===== src/rtl/project3_pkg.sv =====
// project3_pkg: definitions shared by the stimulus sequencer, its interface
// and the bench.
//   seq_state_e  - sequencer state (PAUSE, RUN, HALT)
//   SCRIPT_DEPTH - number of script entries
//   ADDR_W       - script index width
//   SCRIPT       - script contents; entry i = {3'b000, i[0], 1'b0, i[2:0]}
package project3_pkg;

  localparam int SCRIPT_DEPTH = 8;
  localparam int ADDR_W       = 3;
  localparam int SCRIPT_W     = 8;

  typedef enum logic [1:0] {
    PAUSE = 2'd0,
    RUN   = 2'd1,
    HALT  = 2'd2
  } seq_state_e;

  // Packed so that the ROM lookup is a single indexed part-select.
  localparam logic [SCRIPT_DEPTH-1:0][SCRIPT_W-1:0] SCRIPT = {
    8'h17, 8'h06, 8'h15, 8'h04, 8'h13, 8'h02, 8'h11, 8'h00
  };

endpackage


===== src/rtl/stim_sequencer_if.sv =====
// stim_sequencer_if: control inputs and stimulus outputs of the sequencer.
//   run    - level, 1 = automatic stepping
//   loop   - level, 1 = wrap at the last entry, 0 = halt there
//   step_n - raw active-low push-button, asynchronous to the clock
//   stim   - current script entry
//   addr   - current script index
//   tick   - one-cycle pulse when stim/addr show a new entry
//   done   - high while halted at the last entry
// master: the sequencer.  slave: whatever drives the controls and consumes
// the stimulus.
interface stim_sequencer_if #(
  parameter int DATA_W = 8
);
  logic                             run;
  logic                             loop;
  logic                             step_n;
  logic [DATA_W-1:0]                stim;
  logic [project3_pkg::ADDR_W-1:0]  addr;
  logic                             tick;
  logic                             done;

  modport master (
    input  run, loop, step_n,
    output stim, addr, tick, done
  );

  modport slave (
    output run, loop, step_n,
    input  stim, addr, tick, done
  );
endinterface


===== src/rtl/key_edge_sync.sv =====
// key_edge_sync: conditions a raw active-low push-button.
//   clk    - sampling clock
//   reset  - synchronous active-high; all flops go to 1 (button released)
//   key_n  - raw button, asynchronous to clk
//   fall   - one-cycle pulse on a synchronized 1->0 transition
// Two synchronizer flops followed by an edge register; holding the button
// yields exactly one pulse.
module key_edge_sync (
  input  logic clk,
  input  logic reset,
  input  logic key_n,
  output logic fall
);

  // sync_pipe[0..1]: synchronizer, sync_pipe[2]: previous synchronized value
  logic [2:0] sync_pipe;

  always_ff @(posedge clk) begin
    if (reset) sync_pipe <= '1;
    else       sync_pipe <= {sync_pipe[1:0], key_n};
  end

  assign fall = sync_pipe[2] & ~sync_pipe[1];

endmodule


===== src/rtl/stim_sequencer.sv =====
// stim_sequencer: self-running stimulus source. Walks an 8-entry script at
// one entry per CLK_DIV clocks while running, or one entry per key press
// while paused; stops at the last entry unless loop is set.
//   ADC_CLK_10 - sole clock, rising edge
//   reset      - synchronous active-high, overrides every other input
//   bus        - stim_sequencer_if master (run/loop/step_n in,
//                stim/addr/tick/done out, all outputs registered)
module stim_sequencer
  import project3_pkg::*;
#(
  parameter int CLK_DIV = 25_000_000,
  parameter int DATA_W  = 8
) (
  input  logic              ADC_CLK_10,
  input  logic              reset,
  stim_sequencer_if.master  bus
);

  localparam int PW = (CLK_DIV > 2) ? $clog2(CLK_DIV) : 1;
  localparam logic [PW-1:0]     PRESC_TC = PW'(CLK_DIV - 1);
  localparam logic [ADDR_W-1:0] LAST     = ADDR_W'(SCRIPT_DEPTH - 1);

  seq_state_e          state;
  logic [PW-1:0]       presc;
  logic [ADDR_W-1:0]   addr_q;
  logic [DATA_W-1:0]   stim_q;
  logic                tick_q;
  logic                done_q;
  logic                step_evt;
  logic [ADDR_W-1:0]   nxt_addr;
  logic                blocked;

  key_edge_sync u_step (
    .clk   (ADC_CLK_10),
    .reset (reset),
    .key_n (bus.step_n),
    .fall  (step_evt)
  );

  // Natural ADDR_W-bit wrap gives 7 -> 0 when looping.
  assign nxt_addr = addr_q + ADDR_W'(1);
  // An advance from the last entry without loop turns into a halt.
  assign blocked  = (addr_q == LAST) && !bus.loop;

  always_ff @(posedge ADC_CLK_10) begin
    if (reset) begin
      state  <= PAUSE;
      presc  <= '0;
      addr_q <= '0;
      stim_q <= '0;
      tick_q <= 1'b0;
      done_q <= 1'b0;
    end else begin
      tick_q <= 1'b0;
      unique case (state)
        PAUSE: begin
          // run takes priority over a coincident key press
          if (bus.run) begin
            state <= RUN;
            presc <= '0;
          end else if (step_evt) begin
            if (blocked) begin
              state  <= HALT;
              done_q <= 1'b1;
            end else begin
              addr_q <= nxt_addr;
              stim_q <= DATA_W'(SCRIPT[nxt_addr]);
              tick_q <= 1'b1;
            end
          end
        end
        RUN: begin
          // dropping run wins even at terminal count
          if (!bus.run) begin
            state <= PAUSE;
            presc <= '0;
          end else if (presc == PRESC_TC) begin
            presc <= '0;
            if (blocked) begin
              state  <= HALT;
              done_q <= 1'b1;
            end else begin
              addr_q <= nxt_addr;
              stim_q <= DATA_W'(SCRIPT[nxt_addr]);
              tick_q <= 1'b1;
            end
          end else begin
            presc <= presc + PW'(1);
          end
        end
        HALT: begin
          done_q <= 1'b1;
          if (step_evt) begin
            state  <= PAUSE;
            addr_q <= '0;
            stim_q <= DATA_W'(SCRIPT[0]);
            tick_q <= 1'b1;
            done_q <= 1'b0;
          end
        end
        default: begin
          state <= PAUSE;
          presc <= '0;
        end
      endcase
    end
  end

  assign bus.addr = addr_q;
  assign bus.stim = stim_q;
  assign bus.tick = tick_q;
  assign bus.done = done_q;

endmodule


===== src/flat_wrapper.sv =====
// flat-port wrapper written by rule: the top's interface ports become plain ports
module stim_sequencer_flat import project3_pkg::*;
#(
  parameter int CLK_DIV = 25_000_000,
  parameter int DATA_W  = 8
)
  (ADC_CLK_10, reset, bus_run, bus_loop, bus_step_n, bus_stim, bus_addr, bus_tick, bus_done);
  stim_sequencer_if #(.DATA_W(DATA_W)) bus_i ();
  input  logic ADC_CLK_10;
  input  logic reset;
  input wire logic [$bits(bus_i.run)-1:0] bus_run;
  input wire logic [$bits(bus_i.loop)-1:0] bus_loop;
  input wire logic [$bits(bus_i.step_n)-1:0] bus_step_n;
  output wire logic [$bits(bus_i.stim)-1:0] bus_stim;
  output wire logic [$bits(bus_i.addr)-1:0] bus_addr;
  output wire logic [$bits(bus_i.tick)-1:0] bus_tick;
  output wire logic [$bits(bus_i.done)-1:0] bus_done;
  assign bus_i.run = bus_run;
  assign bus_i.loop = bus_loop;
  assign bus_i.step_n = bus_step_n;
  assign bus_stim = bus_i.stim;
  assign bus_addr = bus_i.addr;
  assign bus_tick = bus_i.tick;
  assign bus_done = bus_i.done;
  stim_sequencer #(.CLK_DIV(CLK_DIV), .DATA_W(DATA_W)) u_core (.ADC_CLK_10(ADC_CLK_10), .reset(reset), .bus(bus_i));
endmodule

===== config.mk =====
export PLATFORM = sky130hd
export DESIGN_NAME = stim_sequencer_flat
export DESIGN_NICKNAME = d
export VERILOG_FILES = /design/src/rtl/project3_pkg.sv /design/src/rtl/stim_sequencer_if.sv /design/src/rtl/key_edge_sync.sv /design/src/rtl/stim_sequencer.sv /design/src/flat_wrapper.sv
export SDC_FILE = /design/constraint.sdc
export NUM_CORES = 1
export LEC_CHECK = 0
export CORE_UTILIZATION = 45
export CTS_CLUSTER_DIAMETER = 80
export DETAILED_ROUTE_END_ITERATION = 8
export HOLD_SLACK_MARGIN = 0.05
export PLACE_DENSITY = 0.65
export SLEW_MARGIN = 20
export SYNTH_ARGS = -nofsm -noshare
export SYNTH_HDL_FRONTEND = slang
export SYNTH_SLANG_ARGS = --single-unit

===== constraint.sdc =====
create_clock -name ADC_CLK_10 -period 2.3 [get_ports ADC_CLK_10]
set_input_delay 0.46 -clock ADC_CLK_10 [delete_from_list [all_inputs] [get_ports ADC_CLK_10]]
set_output_delay 0.46 -clock ADC_CLK_10 [all_outputs]
set_load 0.01 [all_outputs]

# Yosys cells after proc, flatten, opt, wreduce, memory -nomap -nowiden
# Memory sizes are Yosys's and may differ from the RTL's.
# Index checks and enable logic that the tools add are counted.
# word_totals
wordCells,74
output_inout_bits,13
n_memories,1
inputBits,5
ff_bits,43
romBits,64
# mem_list
memory,words,width,rd,rd_clocked_by_memory_dff,wr,line,text
(no name shown),8,8,1,0,0,stim_sequencer.sv:67,stim_q <= DATA_W'(SCRIPT[nxt_addr]);
# classes
bitwise_logic,3
eq_ne,12
n_lt_le_gt_ge,1
n_reduce_logical,8
muxes,40
n_addsub,2
# op_table
op,n
25-bit two-way mux,3
25-bit one-hot mux with 3 select lines,1
8-bit two-way mux,7
25-bit by 1-bit adder with 25-bit output (second input constant),1
25-bit == test (second input constant),1
8-bit one-hot mux with 3 select lines,1
3-bit two-way mux,6
1-bit two-way mux,12
2-bit two-way mux,6
3-bit one-hot mux with 3 select lines,1
2-bit by 1-bit != test with 1-bit output (second input constant),3
2-bit != test (second input constant),3
3-bit by 2-bit != test with 1-bit output (second input constant),2
1-bit one-hot mux with 3 select lines,2
2-bit one-hot mux with 3 select lines,1
6-bit AND reduction,1
5-bit AND reduction,1
3-bit by 4-bit < comparator with 1-bit output (second input constant),1
3-bit by 1-bit adder with 3-bit output (second input constant),1
3-bit == test (second input constant),1
3-bit AND reduction,1
3-bit nonzero test,1
2-bit by 1-bit == test with 1-bit output (second input constant),1
2-bit == test (second input constant),1
6 further kinds,7

# Depth between registers and ports, before layout
# Gate-level depths: netlist of run 1.
# depth
depth_word,7
mapped_depth,7
ltp_nobuf,7

# Modules after synthesis
# Synthesis of run 1 repeated with hierarchy kept, for this count alone.
# hier_totals
cells_unflattened,213
hier_area_um2,1815.5
# modules_own_cells
mod,cells_per_inst,area_each_um2,seq_area_each_um2,instances
stim_sequencer,206,1730.4,640.6,1
key_edge_sync,7,85.1,60.1,1

# Worst setup path before layout of run 1
# OpenSTA, ideal clock, no wires.
# synth_path
path_kind,flip-flop to flip-flop
start,reg u_core.presc[6]
end,reg u_core.state[1]
required_ps,2230
period_less_slack_ps,2077
arrival_ps,2006
path_buffers,0
path_stages_with_launch,6
setup_ps,70
setup_slack_ps,223
path_cell_list,dfxtp_1 -> or4b_4 -> nor4_4 -> a31oi_4 -> or4b_1 -> a21oi_1
# synth_between
elab_chain_len,3
# synth_rtl
element,line,text
"start, declared",stim_sequencer.sv:24,logic [PW-1:0] presc;
"start signal, assigned",stim_sequencer.sv:88,presc <= presc + PW'(1);
25-bit == test,stim_sequencer.sv:77,end else if (presc == PRESC_TC) begin
3-bit by 2-bit != test with 1-bit output (no line),n/a,
3-bit AND reduction (no line),n/a,
"end signal, assigned",stim_sequencer.sv:75,state <= PAUSE;
"end signal, assigned",stim_sequencer.sv:80,state <= HALT;
"end signal, assigned",stim_sequencer.sv:94,state <= PAUSE;
"end, declared",stim_sequencer.sv:23,seq_state_e state;
# Every way passes these cells.
# A chain may end at the register's enable or synchronous reset.

# Worst setup path in the final report of run 1
# layout_path
start,reg u_core.presc[9]
end,reg u_core.state[1]
# Same word-level chain as after synthesis.

==> results of run 1 <==
==> routing by layer <==
metal / GRT usage / vias to the layer above
met5: 0 / -
met4: 0.0931 / 0
met1: 0.285 / 773
li1: - / 847
met3: 0.0569 / 2
met2: 0.343 / 42
==> cells by family (layout without fill, tap and decap cells) <==
group / count (synthesis) / count (layout)
AOI/OAI and AO/OA: 37 / 37
xor gates and xnor gates: 17 / 17
adders and majority gates: 3 / 3
buffers and inverters: 20 / 49
DFF: 35 / 35
muxes: 1 / 1
other: 1 / 4
and+or+nand+nor: 104 / 104
==> flip-flops by register name, indices dropped and copies added, names as in the netlist <==
signal and count:
u_core.bus.addr 2, u_core.bus.done 1, u_core.bus.stim 1, u_core.bus.tick 1, u_core.presc 25, u_core.state 2, u_core.u_step.sync_pipe 3
==> repair_timing <==
action / in CTS / in global routing
pin swaps: 0 / 2
resized for setup: 1 / 2
setup endpoints to repair: 9 / 1
buffers inserted: 0 / 3
==> metrics by stage <==
step	power (mW)	hold slack, ps	instances
5_1_grt	1.17	435	298
3_5_place_dp	0.689	398	287
4_1_cts	1.13	416	295
6_report	1.12	412	298
2_1_floorplan	0.670	389	221
3_3_place_gp	0.689	391	287
==> worst min-delay path by stage <==
stage | from | endpoint | slack [ps]
5_1_grt | u_core.u_step.sync_pipe[0]$_SDFF_PP1_ | u_core.u_step.sync_pipe[1]$_SDFF_PP1_ | 440
3_3_place_gp | u_core.u_step.sync_pipe[0]$_SDFF_PP1_ | u_core.u_step.sync_pipe[1]$_SDFF_PP1_ | 390
2_1_floorplan | u_core.u_step.sync_pipe[0]$_SDFF_PP1_ | u_core.u_step.sync_pipe[1]$_SDFF_PP1_ | 390
6_report | u_core.u_step.sync_pipe[0]$_SDFF_PP1_ | u_core.u_step.sync_pipe[1]$_SDFF_PP1_ | 410
4_1_cts | u_core.u_step.sync_pipe[0]$_SDFF_PP1_ | u_core.u_step.sync_pipe[1]$_SDFF_PP1_ | 420
3_5_place_dp | u_core.u_step.sync_pipe[0]$_SDFF_PP1_ | u_core.u_step.sync_pipe[1]$_SDFF_PP1_ | 400
==> area by class of cell <==
type / instances / area [µm²]
clock buffer: 5 / 68.8
fill: 355 / 1560
tap: 48 / 60.1
inverter: 7 / 26.3
multi-input combinational: 166 / 1080
timing repair buffer: 34 / 288
sequential: 35 / 701
clock inverter: 3 / 20.0
==> where the power goes <==
group	switching, mW	total (mW)	internal, mW
sequential	0.00487	0.615	0.610
combinational	0.0379	0.0650	0.0271
clock	0.227	0.438	0.210
total	0.270	1.12	0.848
==> cell usage in the layout, fill, tap and decap left out, types with 3 or more instances in the layout <==
cell type	instances
a21oi_1	7
a31oi_1	3
and3_1	3
buf_4	21
clkbuf_8	5
clkdlybuf4s50_1	13
conb_1	4
dfxtp_1	35
ha_1	3
inv_1	7
nand2_1	8
nand3_1	14
nand4_1	11
nor2_1	33
nor2b_1	4
nor3_1	6
nor4b_1	3
o21ai_0	8
or2_2	3
xnor2_1	6
xor2_1	11
==> worst max-delay path, cell delays in order (launching register included) <==
cell and delay [ps]:
dfxtp_1 320, or4b_4 550, nor4_4 320, a31oi_4 210
or4b_1 560, a21oi_2 150
==> metrics.md, run 1 <==
| Metric | Value |
|---|---|
| Gr usage total | `0.220` |
| Simple-gate share of the synthesized area | `0.315` |
| Row cnt | `22` |
| Commonest cells in the netlist | `35 x dfxtp_1, 33 x nor2_1, 14 x nand3_1` |
| Routed vias | `1664` |
| Max Cap Viol | `0` |
| Met3 WL | `178 µm` |
| Boundary pin count | `18` |
| Xor and xnor area share after synthesis | `0.0801` |
| GR Overflow Total | `0` |
| Hold Path Class | `reg -> reg` |
| Largest family of logic cells by synthesized area | `simple AND/OR/NAND/NOR gates` |
| Chip height | `66.3 µm` |
| Area grow syn2layout | `20.6%` |
| Period utilization | `0.946` |
| Pin count of the biggest net entering global routing | `18` |
| First-pass GRT wire length | `7150 µm` |
| PwrDens | `499 nW/µm²` |
| CP Class | `reg -> reg` |
| Ys flop type | `dfxtp_1` |
| Max Fclk | `460 MHz` |
| Syn_area_per_cell | `8.52 µm²` |
| Initial Util | `0.489` |
| Adder-cell area share of the yosys netlist | `0.0202` |
| Routed wire length | `4140 µm` |
| Pre-CTS setup slack | `-1.07 ps` |
| TritonCTS buffer count | `5` |
| # DRC | `0` |
| Core Area | `3800 µm²` |
| RSZ-0062 raised after global routing | `false` |
| Initial DRC count | `114` |
| WL met2 | `1940 µm` |
| Synth Area in Compound Gates | `0.143` |
| Top-area cell type share of the netlist area | `0.377` |
| HPWL after detailed placement | `3040 µm` |
| Worst VDD drop | `0.000308 V` |
| Post-synth EDFFs | `0` |
| Crit path capture | `u_core.state[1]$_SDFFE_PP0P_` |
| Post-Syn Area | `1860 µm²` |
| Ant. Diodes | `0` |
| Final setup viols | `0` |
| Crit path launch | `u_core.presc[9]$_SDFFE_PP0P_` |
| Mux share of post-synthesis cell area | `0.00539` |
| Util after Layout | `0.590` |
| Vias in the first global route | `1541` |
| Drt pass-1 iters | `4` |
| Pleak | `0.788 nW` |
| Worst skew pair latency | `290 ps` |
| CTS tree | `done` |
| Port buffer count | `13` |
| ANT nets after route | `0` |
| FF+latch count, synth | `35` |
| Pins Over Slew Limit | `0` |
| M1 WL | `2000 µm` |
| Max clock buf depth | `2` |
| CP Capture Type | `flop` |
| Die area | `4390 µm²` |
| Fin. Hold Viols | `0` |
| Slew margin rel. | `0.663` |
| Worst R2R Path Depth | `5` |
| Fraction of registers with async set/reset | `0` |
| Slew @ Worst Pin | `503 ps` |
| Critical Path Start Type | `flop` |
| Status | `finished, final reports clean` |
| Sequential area share after synthesis | `0.377` |
| Routability cong. | `0.898` |
| Die Width | `66.3 µm` |
| Ys Warns | `0` |
| R2r endpoint | `u_core.state[1]$_SDFFE_PP0P_` |
| R2R Setup Slk | `120 ps` |
| Reg clk slew, reported paths | `70 ps` |
| Final setup TNS | `0 ps` |
| Crit Path Max Fanout | `8` |
| CTS H-tree depth | `2` |
| Via density | `5.58` |
| Crit path DAT | `2400 ps` |
| Fin nets | `257` |
| CTS Hold Bufs | `0` |
| Cell taking the most area after synthesis | `dfxtp_1` |
| Fin area | `2240 µm²` |
| Worst r2r src | `u_core.presc[9]$_SDFFE_PP0P_` |
| Dominant cells by area after synthesis | `dfxtp_1 38%, nor2_1 6.7%, xor2_1 5.2%` |
| Post-Synthesis Cells | `218` |
| Critical path required time | `2520 ps` |
| WHS Path Cells | `1` |
| Top Layer Used | `met4` |
| Initial antenna violation count | `0` |
| Clock root cell | `clkbuf_8` |
| PnR worst setup slack | `125 ps` |
| Setup Skew | `2.11 ps` |
| Post-DP Area | `2110 µm²` |
| Most frequent cell after synthesis | `dfxtp_1` |
| Clock sink total | `35` |
| Layout cells sized above 1 | `0.168` |
| WL/cell | `13.9 µm` |
| Unique masters post-synth | `50` |
| Crit path time final | `2180 ps` |
No activity file was read; power rests on OpenSTA's default activity.
==> run 2: changes to the inputs <==
Settings changed: CORE_MARGIN set to 4.
==> run 2 against run 1 <==
Clock power is 3% higher. Maximum frequency hardly changed. Non-clock buffer count down 4. Power rose by 1.1%. Die area is 19% higher. Critical endpoint unchanged. Sequential power about the same.
==> metrics.md, run 2 (synthesized netlist as in run 1, its figures left out) <==
| Metric | Value |
|---|---|
| Status | `finished, final reports clean` |
| Max Cap Viol | `0` |
| Top delay family on crit path | `simple AND/OR/NAND/NOR gates` |
| TritonCTS buffer count | `5` |
| Period utilization | `0.945` |
| Gr usage total | `0.183` |
| Pin count of the biggest net entering global routing | `18` |
| CTS Hold Bufs | `0` |
| Max reg flops | `25` |
| Final setup viols | `0` |
| Routability cong. | `0.862` |
| Reg clk slew, reported paths | `70 ps` |
| Critical path required time | `2520 ps` |
| Initial antenna violation count | `0` |
| HPWL after detailed placement | `3090 µm` |
| RSZ-0062 raised after global routing | `false` |
| Chip height | `72.3 µm` |
| Crit Path Max Fanout | `10` |
| Area grow syn2layout | `18.7%` |
| Port buffer count | `13` |
| Final setup TNS | `0 ps` |
| Routed wire length | `4160 µm` |
| Die area | `5220 µm²` |
| Drt pass-1 iters | `4` |
| First-pass GRT wire length | `7390 µm` |
| CTS H-tree depth | `2` |
| Crit path DAT | `2390 ps` |
| Pwr Total | `1.13 mW` |
| Buf+Inv Stages, Crit Path | `0` |
| CP max-delay cell | `or4b_1` |
| Clock root cell | `clkbuf_8` |
| Placed cell count | `288` |
| # fillers | `396` |
| Die Width | `72.3 µm` |
| Pins Over Slew Limit | `0` |
| Clock sink total | `35` |
| # DRC | `0` |
| Row cnt | `23` |
| Cell Chain, Critical Path | `or4b_4 -> nor4_4 -> a31oi_4 -> or4b_1 -> a21oi_1` |
| PwrDens | `512 nW/µm²` |
| Initial Util | `0.464` |
| CTS tree | `done` |
| Biggest registers after layout | `u_core.presc x25, u_core.u_step.sync_pipe x3` |
| Worst VDD drop | `0.000227 V` |
| Max clock buf depth | `2` |
| Setup Buffers After CTS | `0` |
| Most frequent cells in the layout | `35 x dfxtp_1, 33 x nor2_1, 17 x buf_4` |
| Worst skew pair latency | `290 ps` |
| Util after Layout | `0.551` |
| Pre-CTS setup slack | `12.4 ps` |
| Routed vias | `1658` |
| Reg with most FFs | `u_core.presc` |
| Leading cell type in the layout, fill and taps excluded | `dfxtp_1` |
| Ant. Diodes | `0` |
| Setup Skew | `4.37 ps` |
| Crit path time final | `2170 ps` |
| Layout cells sized above 1 | `0.143` |
| CP Class | `reg -> reg` |
| CP Capture Type | `flop` |
| GR Overflow Total | `0` |
| Non-Filler Instances | `295` |
| Max incr delay on CP | `530 ps` |
| Vias in the first global route | `1558` |
| ANT nets after route | `0` |
| PnR worst setup slack | `126 ps` |
| Pleak | `0.770 nW` |
| Fin nets | `253` |
| WL/cell | `14.1 µm` |
| Hold Path Class | `reg -> reg` |
| Max Fclk | `460 MHz` |
| Fin. Hold Viols | `0` |
| Core Area | `4000 µm²` |
| Initial DRC count | `163` |
| Boundary pin count | `18` |
| Via density | `5.62` |
| Critical Path Start Type | `flop` |
-- run 2: layer usage --
| metal | global-route usage | wire (µm) | vias to the layer above |
|---|---|---|---|
| met2 | 0.272 | 1840 | 47 |
| met1 | 0.255 | 1990 | 764 |
| li1 | - | - | 836 |
| met3 | 0.0512 | 238 | 11 |
| met5 | 0 | 0 | - |
| met4 | 0.0626 | 94 | 0 |
-- run 2: final cells by class --
| cell class | count | area [µm²] | area share |
|---|---|---|---|
| multi-input cells | 166 | 1070 | 0.485 |
| flip-flops and latches | 35 | 701 | 0.318 |
| repair buffers | 30 | 258 | 0.117 |
| clock buffers | 6 | 82.6 | 0.0375 |
| well taps | 50 | 62.6 | 0.0284 |
| inverters | 7 | 26.3 | 0.0119 |
| clock inverters | 1 | 5.00 | 0.00227 |
-- run 2: worst paths after layout --
check | slack, ps | endpoint | from | cells past startpoint
worst max-delay path | 130 | u_core.state[1]$_SDFFE_PP0P_ | u_core.presc[8]$_SDFFE_PP0P_ | 5
worst min-delay path | 410 | u_core.u_step.sync_pipe[1]$_SDFF_PP1_ | u_core.u_step.sync_pipe[0]$_SDFF_PP1_ | 1
worst max register to register | 130 | u_core.state[1]$_SDFFE_PP0P_ | u_core.presc[8]$_SDFFE_PP0P_ | 5
worst min register to register | 410 | u_core.u_step.sync_pipe[1]$_SDFF_PP1_ | u_core.u_step.sync_pipe[0]$_SDFF_PP1_ | 1
-- run 2: worst reg2reg max path: stages (launching register included) --
cell	delay (ps)
dfxtp_1	350
or4b_4	500
nor4_4	360
a31oi_4	200
or4b_1	530
a21oi_1	150
-- run 2: report_power, final --
part	leakage [nW]	switching, mW	total (mW)	internal [mW]
logic	0.440	0.0375	0.0641	0.0266
registers	0.283	0.00476	0.615	0.610
clock network	0.0470	0.216	0.450	0.235
total	0.770	0.258	1.13	0.872
-- run 2: repair_timing --
item / 4_1_cts / 5_1_grt
endpoints found under the hold margin: 0 / 0
setup endpoints to repair: 0 / 17
gates resized for setup: 0 / 1
-- run 2: metrics by stage --
step	hold WS [ps]	area, µm²
after floorplan	389	1870
after global placement	393	2110
after detailed placement	393	2110
after CTS	410	2200
after global routing	449	2200
final	408	2200
